--- config.mk ---
export PLATFORM = sky130hd
export DESIGN_NAME = im2col_window_gen
export DESIGN_NICKNAME = d
export VERILOG_FILES = /design/src/rtl/im2col_pkg.sv /design/src/rtl/im2col_line_buf.sv /design/src/rtl/im2col_window_gen.sv
export SDC_FILE = /design/constraint.sdc
export NUM_CORES = 2
export LEC_CHECK = 0
export CORE_MARGIN = 5
export CORE_UTILIZATION = 55
export CTS_CLUSTER_SIZE = 10
export DETAILED_ROUTE_END_ITERATION = 6
export PLACE_DENSITY = 0.81
export SYNTH_ARGS = -nofsm -noshare
export SYNTH_HDL_FRONTEND = slang
export SYNTH_SLANG_ARGS = --single-unit
--- constraint.sdc ---
create_clock -name clk -period 29.3 [get_ports clk]
set_input_delay 4.395 -clock clk [delete_from_list [all_inputs] [get_ports clk]]
set_output_delay 4.395 -clock clk [all_outputs]
set_load 0.01 [all_outputs]
--- src/rtl/im2col_pkg.sv ---
// +-----------------------------------------------------------------------------+
// | im2col_pkg : shared FSM state type and geometry helpers for im2col_window_gen |
// | Revision   : 1.0                                                             |
// +-----------------------------------------------------------------------------+
`default_nettype none

package im2col_pkg;

  typedef enum logic [1:0] {
    IDLE  = 2'd0,
    RUN   = 2'd1,
    DRAIN = 2'd2,
    DONE  = 2'd3
  } im2col_state_t;

  function automatic int out_dim(input int img, input int k, input int stride, input int pad);
    return (img + 2 * pad - k) / stride + 1;
  endfunction

  // Counter width that never collapses to zero bits for a range of n values.
  function automatic int cnt_w(input int n);
    return (n > 1) ? $clog2(n) : 1;
  endfunction

endpackage

`default_nettype wire

--- src/rtl/im2col_line_buf.sv ---
// +-----------------------------------------------------------------------------+
// | im2col_line_buf : K-1 row RAMs on one column address, taps oldest row first  |
// | Revision        : 1.0                                                        |
// +-----------------------------------------------------------------------------+
`default_nettype none

module im2col_line_buf
  import im2col_pkg::*;
#(
  parameter int DATA_W = 16,
  parameter int IMG_W  = 28,
  parameter int K      = 5
) (
  input  logic                      clk,
  input  logic                      wr_en_i,
  input  logic [cnt_w(IMG_W)-1:0]   col_i,
  input  logic [DATA_W-1:0]         data_i,
  output logic [DATA_W-1:0]         taps_o [K-1]
);

  logic [DATA_W-1:0] mem_q [K-1][IMG_W];

  // Each column slot ripples one row older on every write, so the rows never need renaming.
  always_ff @(posedge clk) begin
    if (wr_en_i) begin
      for (int r = 0; r < K - 2; r++) begin
        mem_q[r][col_i] <= mem_q[r+1][col_i];
      end
      mem_q[K-2][col_i] <= data_i;
    end
  end

  always_comb begin
    for (int r = 0; r < K - 1; r++) begin
      taps_o[r] = mem_q[r][col_i];
    end
  end

endmodule

`default_nettype wire

--- src/rtl/im2col_window_gen.sv ---
// +-----------------------------------------------------------------------------+
// | im2col_window_gen : streams KxK windows from a row-major pixel stream        |
// | Option IM2COL_ZERO_PAD_EN adds an implicit (K-1)/2 zero border.              |
// | Revision          : 1.0                                                      |
// +-----------------------------------------------------------------------------+
`default_nettype none

module im2col_window_gen
  import im2col_pkg::*;
#(
  parameter int DATA_W = 16,
  parameter int IMG_W  = 28,
  parameter int IMG_H  = 28,
  parameter int K      = 5,
  parameter int STRIDE = 1
) (
  input  logic                       clk,
  input  logic                       rst,
  input  logic                       start,
  input  logic                       pix_valid,
  output logic                       pix_ready,
  input  logic [DATA_W-1:0]          pix_data,
  output logic                       win_valid,
  input  logic                       win_ready,
  output logic [DATA_W-1:0]          win [K*K],
  output logic [$clog2(IMG_H)-1:0]   win_row,
  output logic [$clog2(IMG_W)-1:0]   win_col,
  output logic                       busy,
  output logic                       done
);

`ifdef IM2COL_ZERO_PAD_EN
  localparam int C_PAD = (K - 1) / 2;
`else
  localparam int C_PAD = 0;
`endif
  localparam int C_PW = IMG_W + 2 * C_PAD;
  localparam int C_PH = IMG_H + 2 * C_PAD;
  localparam int C_CW = cnt_w(C_PW);
  localparam int C_RW = cnt_w(C_PH);
  localparam int C_SW = cnt_w(STRIDE);

  localparam logic [C_CW-1:0] C_COL_LAST = C_CW'(C_PW - 1);
  localparam logic [C_RW-1:0] C_ROW_LAST = C_RW'(C_PH - 1);
  localparam logic [C_CW-1:0] C_COL_KM1  = C_CW'(K - 1);
  localparam logic [C_RW-1:0] C_ROW_KM1  = C_RW'(K - 1);
  localparam logic [C_SW-1:0] C_SM1      = C_SW'(STRIDE - 1);

  im2col_state_t state_q, state_d;

  logic [C_CW-1:0]            col_q;
  logic [C_RW-1:0]            row_q;
  logic [C_SW-1:0]            scol_q, srow_q;
  logic [$clog2(IMG_W)-1:0]   ocol_q, win_col_q;
  logic [$clog2(IMG_H)-1:0]   orow_q, win_row_q;
  logic                       win_valid_q, win_valid_d;
  logic [DATA_W-1:0]          sr_q [K*K];

  logic [DATA_W-1:0]          taps [K-1];
  logic [DATA_W-1:0]          new_col [K];
  logic                       room, pad_slot, adv, emit, last_pix;
  logic                       col_hit, row_hit, frame_start;
  logic [DATA_W-1:0]          pix_eff;

`ifdef IM2COL_ZERO_PAD_EN
  localparam logic [C_CW-1:0] C_COL_P   = C_CW'(C_PAD);
  localparam logic [C_RW-1:0] C_ROW_P   = C_RW'(C_PAD);
  localparam logic [C_CW-1:0] C_COL_END = C_CW'(IMG_W + C_PAD);
  localparam logic [C_RW-1:0] C_ROW_END = C_RW'(IMG_H + C_PAD);
  assign pad_slot = (col_q < C_COL_P) || (col_q >= C_COL_END) ||
                    (row_q < C_ROW_P) || (row_q >= C_ROW_END);
`else
  assign pad_slot = 1'b0;
`endif

  assign room        = !win_valid_q || win_ready;
  assign pix_ready   = (state_q == RUN) && room && !pad_slot;
  assign adv         = (state_q == RUN) && room && (pad_slot || pix_valid);
  assign pix_eff     = pad_slot ? '0 : pix_data;
  assign col_hit     = (col_q >= C_COL_KM1) && (scol_q == '0);
  assign row_hit     = (row_q >= C_ROW_KM1) && (srow_q == '0);
  assign emit        = adv && col_hit && row_hit;
  assign last_pix    = adv && (col_q == C_COL_LAST) && (row_q == C_ROW_LAST);
  assign win_valid_d = emit || (win_valid_q && !win_ready);
  assign frame_start = (state_q == IDLE) && start;

  im2col_line_buf #(
    .DATA_W (DATA_W),
    .IMG_W  (C_PW),
    .K      (K)
  ) u_line_buf (
    .clk     (clk),
    .wr_en_i (adv),
    .col_i   (col_q),
    .data_i  (pix_eff),
    .taps_o  (taps)
  );

  always_comb begin
    for (int r = 0; r < K - 1; r++) begin
      new_col[r] = taps[r];
    end
    new_col[K-1] = pix_eff;
  end

  always_comb begin
    state_d = state_q;
    case (state_q)
      IDLE:    if (start) state_d = RUN;
      RUN:     if (last_pix) state_d = win_valid_d ? DRAIN : DONE;
      DRAIN:   if (win_valid_q && win_ready) state_d = DONE;
      DONE:    state_d = IDLE;
      default: state_d = IDLE;
    endcase
  end

  always_ff @(posedge clk or posedge rst) begin
    if (rst) begin
      state_q     <= IDLE;
      win_valid_q <= 1'b0;
      col_q       <= '0;
      row_q       <= '0;
      scol_q      <= '0;
      srow_q      <= '0;
      ocol_q      <= '0;
      orow_q      <= '0;
      win_col_q   <= '0;
      win_row_q   <= '0;
      for (int e = 0; e < K * K; e++) sr_q[e] <= '0;
    end else begin
      state_q     <= state_d;
      win_valid_q <= win_valid_d;
      if (frame_start) begin
        col_q  <= '0;
        row_q  <= '0;
        scol_q <= '0;
        srow_q <= '0;
        ocol_q <= '0;
        orow_q <= '0;
      end else if (adv) begin
        for (int r = 0; r < K; r++) begin
          for (int c = 0; c < K - 1; c++) sr_q[r*K+c] <= sr_q[r*K+c+1];
          sr_q[r*K+K-1] <= new_col[r];
        end
        if (emit) begin
          win_row_q <= orow_q;
          win_col_q <= ocol_q;
        end
        // Stride phases are down-counters that restart at zero at the first legal index.
        if (col_q == C_COL_LAST) begin
          col_q  <= '0;
          scol_q <= '0;
          ocol_q <= '0;
          row_q  <= row_q + 1'b1;
          if (row_q >= C_ROW_KM1) begin
            srow_q <= (srow_q == '0) ? C_SM1 : srow_q - 1'b1;
            if (srow_q == '0) orow_q <= orow_q + 1'b1;
          end
        end else begin
          col_q <= col_q + 1'b1;
          if (col_q >= C_COL_KM1) begin
            scol_q <= (scol_q == '0) ? C_SM1 : scol_q - 1'b1;
            if (scol_q == '0) ocol_q <= ocol_q + 1'b1;
          end
        end
      end
    end
  end

  always_comb begin
    for (int e = 0; e < K * K; e++) win[e] = sr_q[e];
  end

  assign win_valid = win_valid_q;
  assign win_row   = win_row_q;
  assign win_col   = win_col_q;
  assign busy      = (state_q == RUN) || (state_q == DRAIN);
  assign done      = (state_q == DONE);

endmodule

`default_nettype wire

==> impl_results.md <==
* Largest net degree at the start of global routing at 182
* GRT Residual Overflow at 0
* Most common cell after layout, fill and taps aside: edfxtp_1
* Wire per inst at roughly 31 µm
* Fill count at 9836
* Syn-to-layout area delta at 15.8%
* Clock Latency Late Sink at approximately 0.86 ns
* Flop2flop setup slack at approximately 22 ns
* Setup bufs post-CTS at 0
* Power per cell area at 102 mW/mm²
* Hold Buf Count CTS at 0
* Final hold vios at 0
* Commonest non-fill, non-tap cells in the layout: edfxtp_1, nand2_1, clkdlybuf4s50_1
* Net Count, Synth at 4869
* Total global-route track usage at 0.280
* Dpl cell area at 0.0914 mm²
* Initial antenna violation count at 7
* DR DRC count at 2
* Core Rows at about 140
* Die W at roughly 400 µm
* Hold Path Sink: win[308]
* Failing checks: DRC
* Synth unique cells at 60
* Port buffer count at 434
* Vias at between 40000 and 50000
* Cell taking the most area after synthesis: edfxtp_1
* Peak supply drop at 0.0713 mV
* Setup TNS at 0 ns
* Inserted Clock Buffers at 240
* Max Cap Violations at 0
* Final WL at between 200000 and 250000 µm
* Final Cycle Share at 0.346
* Starting density of the core at 0.551
* CP required at 24.90 ns
* Placed cells at a little over 7000
* Vias in the first global route at just under 50000
* Layout Utilization at 0.638
* Detail Route Antenna Nets at 0
* DR iter-0 viols at between 7000 and 8000
* Final net count at 5415
* Slew Viols, Final at 0
* Critical Path Sink Type: output port
* Hold_sp: win[308]
* Worst setup SP type: input port
* Die H at about 400 µm
* Hold Path Cell Cnt at 2
* Final Instance Count excl. Fillers at 7509
* Worst-Margin Slew at 1.47 ns
* Core box area at between 0.15 and 0.2 mm²
* Asr flop ratio synth at 0.195
* CTS tree: done
* Layout cells sized above 1 at 0.150
* RR Startpoint: col_q[0]
* Clock Skew at 0.0453 ns
* Setup Viol. Count Final at 0
* Post-synth top area share at 0.636
* RR Endpoint: win[169]
* Yosys warnings at 0
* CP Data Arrival Time at roughly 5.8 ns
* Die ar. at 0.162 mm²
* CTS clk-pin slew, worst paths at 0.05 ns
* Largest cells by area after synthesis: edfxtp_1, dfrtp_1, mux4_2
* Rel. slew slack at 0.0204
* RSZ-0062 raised after global routing: no
* Dpl hpwl at ~120000 µm
* Number of synthesized flops with an enable pin at 1792
* Post-Syn Area per Cell at between 15 and 20 µm²
* Clock root buffer: clkbuf_16
* Clock Sinks at 2225
* Synth Flop Type: edfxtp_1
* Cell area after layout at 0.0980 mm²
* Post-Synthesis Cells at 4835
* Htree depth at 4
* Status: finished, violations left
* Ports at 435
* Post-cts resize count at 0
* Footprint of the multi-input gates at between 0.015 and 0.02 mm²
* Worst setup path class: in -> out
* Seq/Total Area, Yosys at 0.764
* Min Clock Period, post-route at 10.15 ns
* Reg2reg path depth at 8
* DRT Pass-1 Iters at 7
* Longest Clk Path Bufs at 3
* Sequential Area at 0.0647 mm²
* First-pass GRT wire length at about 330000 µm
* WHS at about 0.48 ns
* Vias per cell at 6.51
* Leak at 35.1 nW
* RePlAce Congestion at around 0.84
* Flops & latches, synth at 2225
* Fmax at 98.5 MHz
* CP max FO at 6
* Worst min-delay path category: reg -> reg
* Post-Syn Area at roughly 0.085 mm²
[area by class of cell]
cell class                 instances  area share
antenna                           10    0.000255
clock buffer                     303      0.0640
clock inverter                    13     0.00246
inverter                          11    0.000498
multi-input combinational       2335       0.192
sequential                      2225       0.660
tap                             2044      0.0261
timing repair buffer             568      0.0550
[how the worst max path moves through the flow]
stage | cells after the start | slack [ns] | end | from
floorplan | 1 | 12.85 | col_q[0] | rst
global placement | 4 | 19.19 | pix_ready | win_ready
detailed placement | 4 | 19.16 | pix_ready | win_ready
CTS | 4 | 19.16 | pix_ready | win_ready
global route | 4 | 19.10 | pix_ready | win_ready
finish | 4 | 19.15 | pix_ready | win_ready
[power by group]
| group | total, mW | switching [mW] | leakage, nW | internal [mW] |
|---|---|---|---|---|
| Sequential | 4.67 | 0.236 | 21.7 | 4.44 |
| Combinational | 2.68 | 1.82 | 10.3 | 0.861 |
| Clock | 2.62 | 1.14 | 3.15 | 1.47 |
[cells by family (layout without fill, tap and decap cells)]
logic type	Yosys count	count (layout)	synth area share
muxes	682	682	0.122
and+or+nand+nor	1254	1254	0.0597
buffers and inverters	275	895	0.0178
other	0	10	0
adders and majority gates	13	13	0.00192
AOI/OAI and AO/OA	375	375	0.0331
DFF	2225	2225	0.764
xor gates and xnor gates	11	11	0.00114
[synthesized netlist by cell type (all sizes together) (49+ instances only)]
library cell / count
edfxtp: 1792
nand2: 1038
dfrtp: 433
mux2i: 338
mux4: 275
buf: 169
o22ai: 129
a22oi: 105
clkbuf: 95
nand3: 74
mux2: 69
nor2: 65
a211oi: 49
[flip-flops by register name, indices dropped and copies added, names as in the netlist, 5 cells and up]
signal and count:
col_q 5, win_col 5, ocol_q 5, win 400, win_row 5, row_q 5, u_line_buf.mem_q 1792, orow_q 5
[critical path: stages]
cell	delay, ns
clkdlybuf4s50_1	0.48
nand2b_2	0.20
and2_1	0.15
clkdlybuf4s50_1	0.53
[through the flow]
stage | power (mW) | setup WS (ns)
after global placement | 7.21 | 19.19
after detailed placement | 7.31 | 19.16
after CTS | 9.93 | 19.16
after floorplan | 5.98 | 12.85
after global routing | 10.2 | 19.10
final | 9.97 | 19.15
[routing by layer]
layer,part of all wire,track usage,up-vias
li1,-,-,19500
met1,0.34,0.366,24800
met2,0.48,0.454,3893
met3,0.12,0.0661,693
met4,0.050,0.126,0
met5,0,0,-
No activity file was read; power rests on OpenSTA's default activity.
